### src/rtl/fetch_pkg.sv
// Fetch-stage shared definitions.
//   fetch_state_e      : sequencer state encoding (also exported on state_o)
//   PC_WIDTH           : program counter width shared with the Fetch block
//   INSTRUCTION_WIDTH  : instruction word width shared with the Fetch block
package fetch_pkg;

    localparam int PC_WIDTH          = 19;
    localparam int INSTRUCTION_WIDTH = 32;

    typedef enum logic [2:0] {
        BOOT  = 3'd0,
        LOAD  = 3'd1,
        FLUSH = 3'd2,
        RUN   = 3'd3,
        STALL = 3'd4,
        HALT  = 3'd5
    } fetch_state_e;

endpackage

### src/rtl/fetch_sequencer_sat_counter.sv
// Saturating up-counter.
//   clock : posedge clock
//   clear : synchronous clear to zero (wins over inc)
//   inc   : increment by one; held at all-ones once reached
//   count : current count
module sat_counter #(
    parameter int WIDTH = 16
) (
    input  logic             clock,
    input  logic             clear,
    input  logic             inc,
    output logic [WIDTH-1:0] count
);

    always_ff @(posedge clock) begin
        if (clear) begin
            count <= '0;
        end else if (inc && (count != '1)) begin
            count <= count + 1'b1;
        end
    end

endmodule

### src/rtl/fetch_sequencer.sv
// Fetch-stage control FSM: boot sequencing, branch redirect with front-end
// flush, hazard stalls and halt/restart. Fetch owns the PC register; this
// block only tells it when to load NewPC and when to advance.
//   clock, reset          : posedge clock, synchronous active-high reset
//   branch_taken/_target  : redirect request from execute
//   stall                 : hazard-unit stall request
//   halt                  : decode saw the halt opcode
//   start/start_pc        : restart request, honoured only in HALT
//   NewPC, PCSelector     : load value / load select for Fetch's PC
//   enable                : Fetch PC register update enable
//   flush                 : kills IF/ID contents
//   fetch_valid           : fetched instruction is valid
//   state_o               : current state (debug)
//   redirect_count        : saturating count of taken redirects
// All outputs decode registered state only, so no input reaches an output
// combinationally.
module fetch_sequencer #(
    parameter int          PC_WIDTH     = 19,
    parameter int unsigned BOOT_PC      = 0,
    parameter int          BOOT_CYCLES  = 2,
    parameter int          FLUSH_CYCLES = 1,
    parameter int          COUNT_WIDTH  = 16
) (
    input  logic                   clock,
    input  logic                   reset,
    input  logic                   branch_taken,
    input  logic [PC_WIDTH-1:0]    branch_target,
    input  logic                   stall,
    input  logic                   halt,
    input  logic                   start,
    input  logic [PC_WIDTH-1:0]    start_pc,
    output logic [PC_WIDTH-1:0]    NewPC,
    output logic                   PCSelector,
    output logic                   enable,
    output logic                   flush,
    output logic                   fetch_valid,
    output logic [2:0]             state_o,
    output logic [COUNT_WIDTH-1:0] redirect_count
);

    import fetch_pkg::*;

    // Sized to hold the parameter value itself so neither counter can wrap.
    localparam int BOOT_W  = $clog2(BOOT_CYCLES + 1);
    localparam int FLUSH_W = $clog2(FLUSH_CYCLES + 1);

    fetch_state_e        state, state_d;
    logic [BOOT_W-1:0]   boot_cnt;
    logic [FLUSH_W-1:0]  flush_cnt;
    logic [PC_WIDTH-1:0] new_pc;
    logic                redirect;   // branch accepted this cycle
    logic                restart;    // start accepted this cycle

    // ------------------------------------------------------------------
    // State, counters and NewPC register
    // ------------------------------------------------------------------
    always_ff @(posedge clock) begin
        if (reset) begin
            state     <= BOOT;
            boot_cnt  <= BOOT_W'(BOOT_CYCLES);
            flush_cnt <= '0;
            new_pc    <= PC_WIDTH'(BOOT_PC);
        end else begin
            state <= state_d;

            if (state == BOOT) begin
                if (boot_cnt != '0) boot_cnt <= boot_cnt - 1'b1;
                if (state_d == LOAD) new_pc <= PC_WIDTH'(BOOT_PC);
            end else if (state_d == BOOT) begin
                // recovery from an illegal code: re-arm the boot delay
                boot_cnt <= BOOT_W'(BOOT_CYCLES);
            end

            if (redirect)     new_pc <= branch_target;
            else if (restart) new_pc <= start_pc;

            // LOAD counts as the first flush cycle; FLUSH covers the rest.
            if (state == LOAD && state_d == FLUSH) begin
                flush_cnt <= FLUSH_W'(FLUSH_CYCLES - 1);
            end else if (state == FLUSH && flush_cnt != '0) begin
                flush_cnt <= flush_cnt - 1'b1;
            end
        end
    end

    // ------------------------------------------------------------------
    // Next-state logic
    // ------------------------------------------------------------------
    always_comb begin
        state_d  = state;
        redirect = 1'b0;
        restart  = 1'b0;
        case (state)
            BOOT: begin
                // leave on the cycle the counter reaches zero, giving
                // exactly BOOT_CYCLES cycles in BOOT
                if (boot_cnt <= BOOT_W'(1)) state_d = LOAD;
            end
            LOAD: begin
                if (branch_taken) begin
                    redirect = 1'b1;
                    state_d  = LOAD;
                end else if (FLUSH_CYCLES > 1) begin
                    state_d = FLUSH;
                end else begin
                    state_d = RUN;
                end
            end
            FLUSH: begin
                // halt/stall belong to a stale instruction here
                if (branch_taken) begin
                    redirect = 1'b1;
                    state_d  = LOAD;
                end else if (flush_cnt <= FLUSH_W'(1)) begin
                    state_d = RUN;
                end
            end
            RUN, STALL: begin
                if (branch_taken) begin
                    redirect = 1'b1;
                    state_d  = LOAD;
                end else if (halt) begin
                    state_d = HALT;
                end else if (stall) begin
                    state_d = STALL;
                end else begin
                    state_d = RUN;
                end
            end
            HALT: begin
                if (start) begin
                    restart = 1'b1;
                    state_d = LOAD;
                end
            end
            default: state_d = BOOT;
        endcase
    end

    // ------------------------------------------------------------------
    // Output decode
    // ------------------------------------------------------------------
    always_comb begin
        PCSelector  = 1'b0;
        enable      = 1'b0;
        flush       = 1'b0;
        fetch_valid = 1'b0;
        case (state)
            BOOT: begin
                PCSelector = 1'b1;
                flush      = 1'b1;
            end
            LOAD: begin
                PCSelector = 1'b1;
                enable     = 1'b1;
                flush      = 1'b1;
            end
            FLUSH: begin
                enable = 1'b1;
                flush  = 1'b1;
            end
            RUN: begin
                enable      = 1'b1;
                fetch_valid = 1'b1;
            end
            default: ;  // STALL, HALT and illegal codes: everything low
        endcase
    end

    assign NewPC   = new_pc;
    assign state_o = state;

    sat_counter #(
        .WIDTH (COUNT_WIDTH)
    ) u_redirect_cnt (
        .clock (clock),
        .clear (reset),
        .inc   (redirect),
        .count (redirect_count)
    );

endmodule

### config.mk
export PLATFORM = sky130hd
export DESIGN_NAME = fetch_sequencer
export DESIGN_NICKNAME = d
export VERILOG_FILES = /design/src/rtl/fetch_pkg.sv /design/src/rtl/fetch_sequencer_sat_counter.sv /design/src/rtl/fetch_sequencer.sv
export SDC_FILE = /design/constraint.sdc
export NUM_CORES = 1
export LEC_CHECK = 0
export CAP_MARGIN = 30
export CORE_ASPECT_RATIO = 0.5
export CORE_MARGIN = 4
export CORE_UTILIZATION = 40
export DETAILED_ROUTE_END_ITERATION = 10
export PLACE_DENSITY = 0.85
export SETUP_SLACK_MARGIN = 0.3
export SYNTH_ARGS = -nofsm -noshare
export SYNTH_HDL_FRONTEND = slang
export SYNTH_SLANG_ARGS = --single-unit
### constraint.sdc
create_clock -name clock -period 2.7 [get_ports clock]
set_clock_uncertainty 0.15 [all_clocks]
set_input_delay 0.54 -clock clock [delete_from_list [all_inputs] [get_ports clock]]
set_output_delay 0.54 -clock clock [all_outputs]
set_load 0.02 [all_outputs]
# After elaboration in Yosys (flattened, before gate mapping)
# Index checks and enable logic that the tools add are counted.
[op_classes]
addsub = 3
n_lt_le_gt_ge = 2
eq_ne = 9
mux = 24
n_reduce_logical = 17
[op_table]
columns = ["operator", "n"]
rows = [
  ["19-bit two-way mux", 4],
  ["3-bit two-way mux", 7],
  ["16-bit by 1-bit adder with 16-bit output (second input constant)", 1],
  ["16-bit inequality test (second input constant)", 1],
  ["3-bit case mux with 5 select lines", 1],
  ["3-bit by 2-bit == test with 1-bit output (second input constant)", 3],
  ["1-bit two-way mux", 8],
  ["2-bit two-way mux", 4],
  ["3-bit by 1-bit == test with 1-bit output (second input constant)", 2],
  ["3-bit == test (second input constant)", 2],
  ["3-bit logical NOT", 2],
  ["3-bit nonzero test", 2],
  ["2-bit OR reduction", 3],
  ["3-bit OR reduction", 2],
  ["2-bit AND reduction", 2],
  ["2-bit nonzero test", 2],
  ["4-bit OR reduction", 1],
  ["1-bit logical AND", 3],
  ["2-bit by 1-bit less-or-equal comparator with 1-bit output (second input constant)", 1],
  ["2-bit by 1-bit inequality test with 1-bit output (second input constant)", 1],
  ["2-bit by 1-bit subtractor with 2-bit output (second input constant)", 1],
  ["1-bit less-or-equal comparator (second input constant)", 1],
  ["1-bit subtractor (second input constant)", 1],
]
[word_totals]
ff_bits = 41
input_bits = 44
output_inout_bits = 42
wordCells = 60

# Longest topological paths before layout
# Gate-level depths: netlist (run 1).
[logic_depth]
depth_word = 9
ltp_mapped = 7
ltp_nobuf = 6

# Cells and area by module
# Synthesis (run 1) repeated with hierarchy kept, for this count alone.
[unflattened]
hier_cells = 262
area_unflattened_um2 = 2213.4
[modules_own_cells]
columns = ["mod", "n_inst", "cells_per_inst", "area_per_inst_um2", "seq_area_each_um2"]
rows = [
  ["fetch_sequencer", 1, 163, 1365.1, 480.5],
  ["sat_counter", 1, 99, 848.3, 320.3],
]

# Worst setup path after synthesis (run 1)
# Ideal clock, no wire load.
[synth_path]
path_type = "in2reg"
startpoint = "input port branch_taken"
endpoint = "register new_pc[8], in the netlist NewPC[8]"
setup_time_ps = 125
arrival_time_ps = 1870
t_required_ps = 2425
setup_slack_ps = 555
path_stages = 6
path_cell_list = "buf_2 inv_1 a2111oi_0 a2111oi_4 buf_6 o2bb2ai_1"
[synth_between]
elab_chain_cells = 5
[synth_rtl]
columns = ["item", "line_no", "text"]
rows = [
  ["from (decl)", "fetch_sequencer.sv:26", "input logic branch_taken,"],
  ["3-bit two-way mux, or another cell as far along", "fetch_sequencer.sv:119", "if (branch_taken) begin"],
  ["3-bit case mux with 5 select lines", "fetch_sequencer.sv:93", "case (state)"],
  ["3-bit by 1-bit == test with 1-bit output", "fetch_sequencer.sv:68", "if (state_d == LOAD) new_pc <= PC_WIDTH'(BOOT_PC);"],
  ["3-bit nonzero test (no line)", "n/a", ""],
  ["2-bit AND reduction (no line)", "n/a", ""],
  ["to (signal assigned)", "fetch_sequencer.sv:68", ""],
  ["to (signal assigned)", "fetch_sequencer.sv:74", "if (redirect) new_pc <= branch_target;"],
  ["to (signal assigned)", "fetch_sequencer.sv:75", "else if (restart) new_pc <= start_pc;"],
  ["to (decl)", "fetch_sequencer.sv:50", "logic [PC_WIDTH-1:0] new_pc;"],
]
# Several ways; a longest one is shown, not always the timed one.
# A chain may end at the register's enable or synchronous reset.

# Worst setup path in the final report (run 1)
[layout_path]
startpoint = "register state[0], in the netlist state_o[0]"
endpoint = "output port enable"
[layout_between]
elab_chain_cells = 3
[layout_rtl]
columns = ["item", "line_no", "text"]
rows = [
  ["from (decl)", "fetch_sequencer.sv:47", "fetch_state_e state, state_d;"],
  ["from (signal assigned)", "fetch_sequencer.sv:64", "state <= state_d;"],
  ["3-bit by 1-bit == test with 1-bit output or 3-bit by 2-bit == test with 1-bit output (tied branches)", "fetch_sequencer.sv:148", "case (state)"],
  ["3-bit OR reduction (no line) (*)", "n/a", ""],
  ["1-bit two-way mux (*)", "fetch_sequencer.sv:148", ""],
  ["to (decl)", "fetch_sequencer.sv:34", "output logic enable,"],
]
# Every way passes the cells marked *; elsewhere a longest branch is shown, timed or not.

==> metrics.cfg, run 1 <==
[logic_synthesis]
syn_area_mm2 = 0.00201
synth-edff-count = 0
synth_xor_area_share_pct = 0
synthSimpleGateAreaFrac_pct = 18.4
synth_top_family_by_area = compound AO/OA/AOI/OAI gates
syn_nets = 267
synthArstFlopShare_pct = 0
synth-main-ff-cell = dfxtp_1
synth_area_leaders = dfxtp_1 40%, o2bb2ai_1 8.7%, a22oi_1 7.5%
synth-seq-cells = 40
synth_compound_area_share_pct = 32.4
synth_warnings = 0
ys_seq_area_share_pct = 39.8
synthMuxAreaShare_pct = 2.17
synth_top_area_cell = dfxtp_1
syn_avg_cell_area_um2 = 9.16
synthAdderAreaFrac_pct = 1.86
synthCells = 220
synthDistinctLibCells = 45
synth.top_cell.area_share_pct = 39.8

[placed_design]
dpl.hpwl_mm = 4.25
placedCellCount = 363
port_buffers = 85
gp_congestion = 0.821

[power]
power_density_mw_per_mm2 = 578
ir_drop_mv = 0.262
power_mw = 1.76
leakage_nw = 0.992

[die]
num_rows = 17
die_h_um = 58.2
fp.dieW_um = 108
initial_utilization_pct = 43.6
fp.coreArea_mm2 = 0.00462
num_io_pins = 86
die_area_mm2 = 0.00630

[clocking]
post_cts_buffers = 0
cts_made_buffers = 5
path_clk_slew_ps = 70
clockBufferDepth = 2
clk_latency_ps = 290
clkSinkCount = 40
cts_root_buffer = clkbuf_8
h-tree-depth = 2
cts_tree = yes

[drt]
wl_mm = 5.70
drcViolationCount = 0
drt-initial-drc-count = 58
viasPerCell = 5.54
vias = 2056
wl_per_cell_um = 15.4
first_pass_iters = 4
drtAntennaViolNets = 0

[outcome]
status = finished clean

[sta]
fmax_ghz = 0.429
timing.final.hold_violations = 0
drv_slew = 0
rsz0062_at_grt = false
finalCriticalPeriod_ps = 2330
setup_tns_ps = 0
finalSetupViolations = 0
slew_headroom_pct = 54.2
period_share_pct = 86.4
worst_pin_slew_ps = 687

[finish]
fin_cells = 371
fin_nets = 351
drive_gt1_share_pct = 9.18
multi_input_area_mm2 = 0.00111
n_antenna_cell = 0
final_common_cell = clkdlybuf4s50_1
area_growth_pct = 50.9
fill_cells = 375
final_cell_mix = 85 x clkdlybuf4s50_1, 37 x dfxtp_1, 20 x a22oi_1, 20 x o2bb2ai_1, 14 x a21oi_1
ff_latch_area_um2 = 805

[setup_path]
cp.arrival_ps = 1640
endpoint_kind = output pin
path_cells = o21ba_4 > clkdlybuf4s50_1
cp-start-kind = register
cp_slowest_cell = clkdlybuf4s50_1
cp_slowest_stage_delay_ps = 620
crit_type = reg2out
crit_fanout = 14
cp_data_required_time_ps = 2010

[grt]
grt_max_degree = 32
grt_pass1_wl_mm = 9.40
grt_usage_pct = 18.3
grt_pass1_vias = 1997
overflow = 0
antenna_found_initial = 0

[worst_hold_path]
worstHoldPathType = reg2reg

[flow_run]
maxCapViolCount = 0

-- cell type report --
class / instances / share of cell area, %
Multi-Input combinational cell: 154 / 36.5
Timing Repair Buffer: 94 / 30.2
Sequential cell: 40 / 26.5
Clock buffer: 8 / 2.96
Tap cell: 66 / 2.72
Inverter: 9 / 1.11
-- flip-flops by register name (all words and copies together), names as in the netlist --
name                  count
NewPC                    19
boot_cnt                  2
state_o                   3
u_redirect_cnt.count     16
-- cells by family after synthesis --
family / count (synthesis)
DFF: 40
AOI/OAI and AO/OA: 85
muxes: 4
and+or+nand+nor: 62
adders and majority gates: 3
buffers and inverters: 26
-- final timing paths --
check               from         to  slack, ps  cells past startpoint
min reg2reg    NewPC[16]  NewPC[16]        320                      1
max reg2reg  boot_cnt[1]  NewPC[14]        510                      8
min            NewPC[16]  NewPC[16]        320                      1
max           state_o[0]     enable        370                      2
-- repair_timing --
item                                    CTS  global route
endpoints found under the setup margin    2            22
resized for setup                         3             2
hold buffers                              0             0
-- cells in the mapped netlist, types with 2 or more instances --
library cell and count:
dfxtp_1 40, a22oi_1 20, o2bb2ai_1 20, a21oi_1 14
clkbuf_1 12, nor2_1 10, inv_1 9, nand2_1 9
or4_1 9, o31ai_1 7, o21ai_0 6, a211oi_1 5
buf_2 4, nand3_1 4, nor2b_1 4, ha_1 3
mux2_2 3, nand2b_1 3, nor3b_1 3, nor4_1 3
or3_1 3, and3b_1 2, and4_1 2, nand4_1 2
nor3_1 2, o21a_1 2
-- critical path: cells and delay by family, from the launching register on --
kind	cells	cell delay (ps)
DFF	1	490
AOI/OAI and AO/OA	1	250
buffers and inverters	1	620
-- power by group --
part           internal, mW  total (mW)  leakage, nW  switching, mW
Sequential            0.656       0.725        0.326         0.0692
Clock                 0.208       0.405       0.0455          0.197
Combinational         0.323       0.627        0.621          0.305
Total                  1.19        1.76        0.992          0.571
-- per-stage QoR --
stage	setup WS (ps)	utilization (%)	area, um^2	hold WS, ps
floorplan	555	-	2010	377
global placement	275	63.7	2940	294
detailed placement	134	63.7	2940	298
CTS	308	65.8	3040	318
global route	310	65.9	3040	324
finish	368	65.9	3040	320
-- layer usage --
| layer | vias up | GRT usage (%) | wire length, um |
|---|---|---|---|
| li1 | 1023 | - | - |
| met4 | 0 | 4.86 | 51 |
| met5 | - | 0 | 0 |
| met1 | 984 | 22.0 | 2480 |
| met3 | 6 | 4.45 | 198 |
| met2 | 43 | 33.2 | 2980 |
(Power assumes the default switching activity.)
==> run 2: changes to the inputs <==
TNS_END_PERCENT = 20   (was not set)
==> run 2 against run 1 <==
Net effect: global-route usage unchanged; total power about the same; highest routed layer unchanged; sequential share of layout area about the same.
==> metrics.cfg, run 2 (same netlist as run 1, synthesis figures left out) <==
[outcome]
status = finished clean

[drt]
wl_per_cell_um = 15.4
viasPerCell = 5.55
drtAntennaViolNets = 0
wl_mm = 5.71
drt-initial-drc-count = 58
first_pass_iters = 4
vias = 2059
drcViolationCount = 0

[setup_path]
crit_type = reg2out
cp-start-kind = register
cp.arrival_ps = 1710
endpoint_kind = output pin
cp_data_required_time_ps = 2010
crit_fanout = 11

[clocking]
ctsHoldBuffers = 0
cts_made_buffers = 5
cts_tree = yes
clk_latency_ps = 290
clkSinkCount = 40
path_clk_slew_ps = 70
h-tree-depth = 2
cts_root_buffer = clkbuf_8
clockBufferDepth = 2

[power]
p_switching_mw = 0.570
comb_power_share_pct = 35.7
leakage_nw = 0.992
power_density_mw_per_mm2 = 578
power.clock.fraction_pct = 23.0
seq_power_share_pct = 41.3
p_int_mw = 1.19
netSwitchingFraction_pct = 32.5
ir_drop_mv = 0.262

[sta]
timing.final.hold_violations = 0
worst_pin_slew_ps = 687
slew_headroom_pct = 54.2
period_share_pct = 88.7
drv_slew = 0
finalCriticalPeriod_ps = 2400
fmax_ghz = 0.417
rsz0062_at_grt = true
setup_tns_ps = 0
finalSetupViolations = 0

[die]
fp.dieW_um = 108
initial_utilization_pct = 43.6
num_io_pins = 86
fp.coreArea_mm2 = 0.00462
die_area_mm2 = 0.00630
num_rows = 17
die_h_um = 58.2

[finish]
final_common_cell = clkdlybuf4s50_1
final_cell_mix = 85 x clkdlybuf4s50_1, 38 x dfxtp_1, 20 x a22oi_1, 20 x o2bb2ai_1, 14 x a21oi_1
n_antenna_cell = 0
drive_gt1_share_pct = 8.85
largest_reg_flops = 19
postLayoutCoreUtil_pct = 65.8
fin_nets = 351
area_growth_pct = 50.9

[grt]
overflow = 0
antenna_found_initial = 0
grt_max_degree = 32
grt_pass1_vias = 1997
grt_usage_pct = 18.3
grt_pass1_wl_mm = 9.40

[placed_design]
port_buffers = 85
gp_congestion = 0.821
dpl.hpwl_mm = 4.25

[worst_hold_path]
worstHoldPathType = reg2reg

[flow_run]
maxCapViolCount = 0

## run 2: cell count changes in the layout (fill, tap and decap cells not counted)
cell | before | now
dfxtp_2 | 3 | 2
dfxtp_1 | 37 | 38
## run 2: area by class of cell
| type | instances | area (um^2) |
|---|---|---|
| repair buffers | 94 | 918 |
| clock buffers | 8 | 90.1 |
| fillers | 374 | 1580 |
| multi-input cells | 154 | 1110 |
| inverters | 9 | 33.8 |
| well taps | 66 | 82.6 |
| flip-flops and latches | 40 | 803 |
## run 2: repair_timing
action | in CTS | in global routing
setup buffers | 0 | 0
gates resized for setup | 3 | 1
endpoints found under the setup margin | 2 | 22
endpoints found under the hold margin | 0 | 0
pin swaps | 0 | 0
gates cloned | 0 | 0
## run 2: power by group through the flow
stage	clock network [mW]	logic, mW	registers (mW)
floorplan	0	0.318	0.772
global placement	0	0.599	0.729
detailed placement	0	0.621	0.733
CTS	0.413	0.628	0.724
global route	0.441	0.677	0.737
finish	0.405	0.627	0.725
## run 2: per-layer routing
metal	part of all wire (%)	vias up	GRT usage [%]
met2	52	45	33.2
met4	0.89	0	4.86
met3	3.5	6	4.45
met1	43	986	22.0
li1	-	1022	-
met5	0	-	0
## run 2: metrics by stage
| stage | cells | hold slack, ps | worst slack [ps] | total power, mW | cell area [um^2] |
|---|---|---|---|---|---|
| floorplan | 220 | 377 | 555 | 1.09 | 2010 |
| global placement | 363 | 294 | 275 | 1.33 | 2940 |
| detailed placement | 363 | 298 | 134 | 1.35 | 2940 |
| CTS | 371 | 318 | 308 | 1.77 | 3040 |
| global route | 371 | 324 | 231 | 1.85 | 3040 |
| finish | 371 | 320 | 304 | 1.76 | 3040 |
## run 2: critical path, cell delays in order (launching register included)
cell and delay, ps:
dfxtp_1 560, o21ba_4 240, clkdlybuf4s50_1 620
## run 2: path summary, 6_finish.rpt
path	start	endpoint	slack, ps	cells past startpoint
worst max-delay path	state_o[1]	enable	300	2
worst min-delay path	NewPC[16]	NewPC[16]	320	1
worst max register to register	state_o[2]	u_redirect_cnt.count[3]	500	4
worst min register to register	NewPC[16]	NewPC[16]	320	1
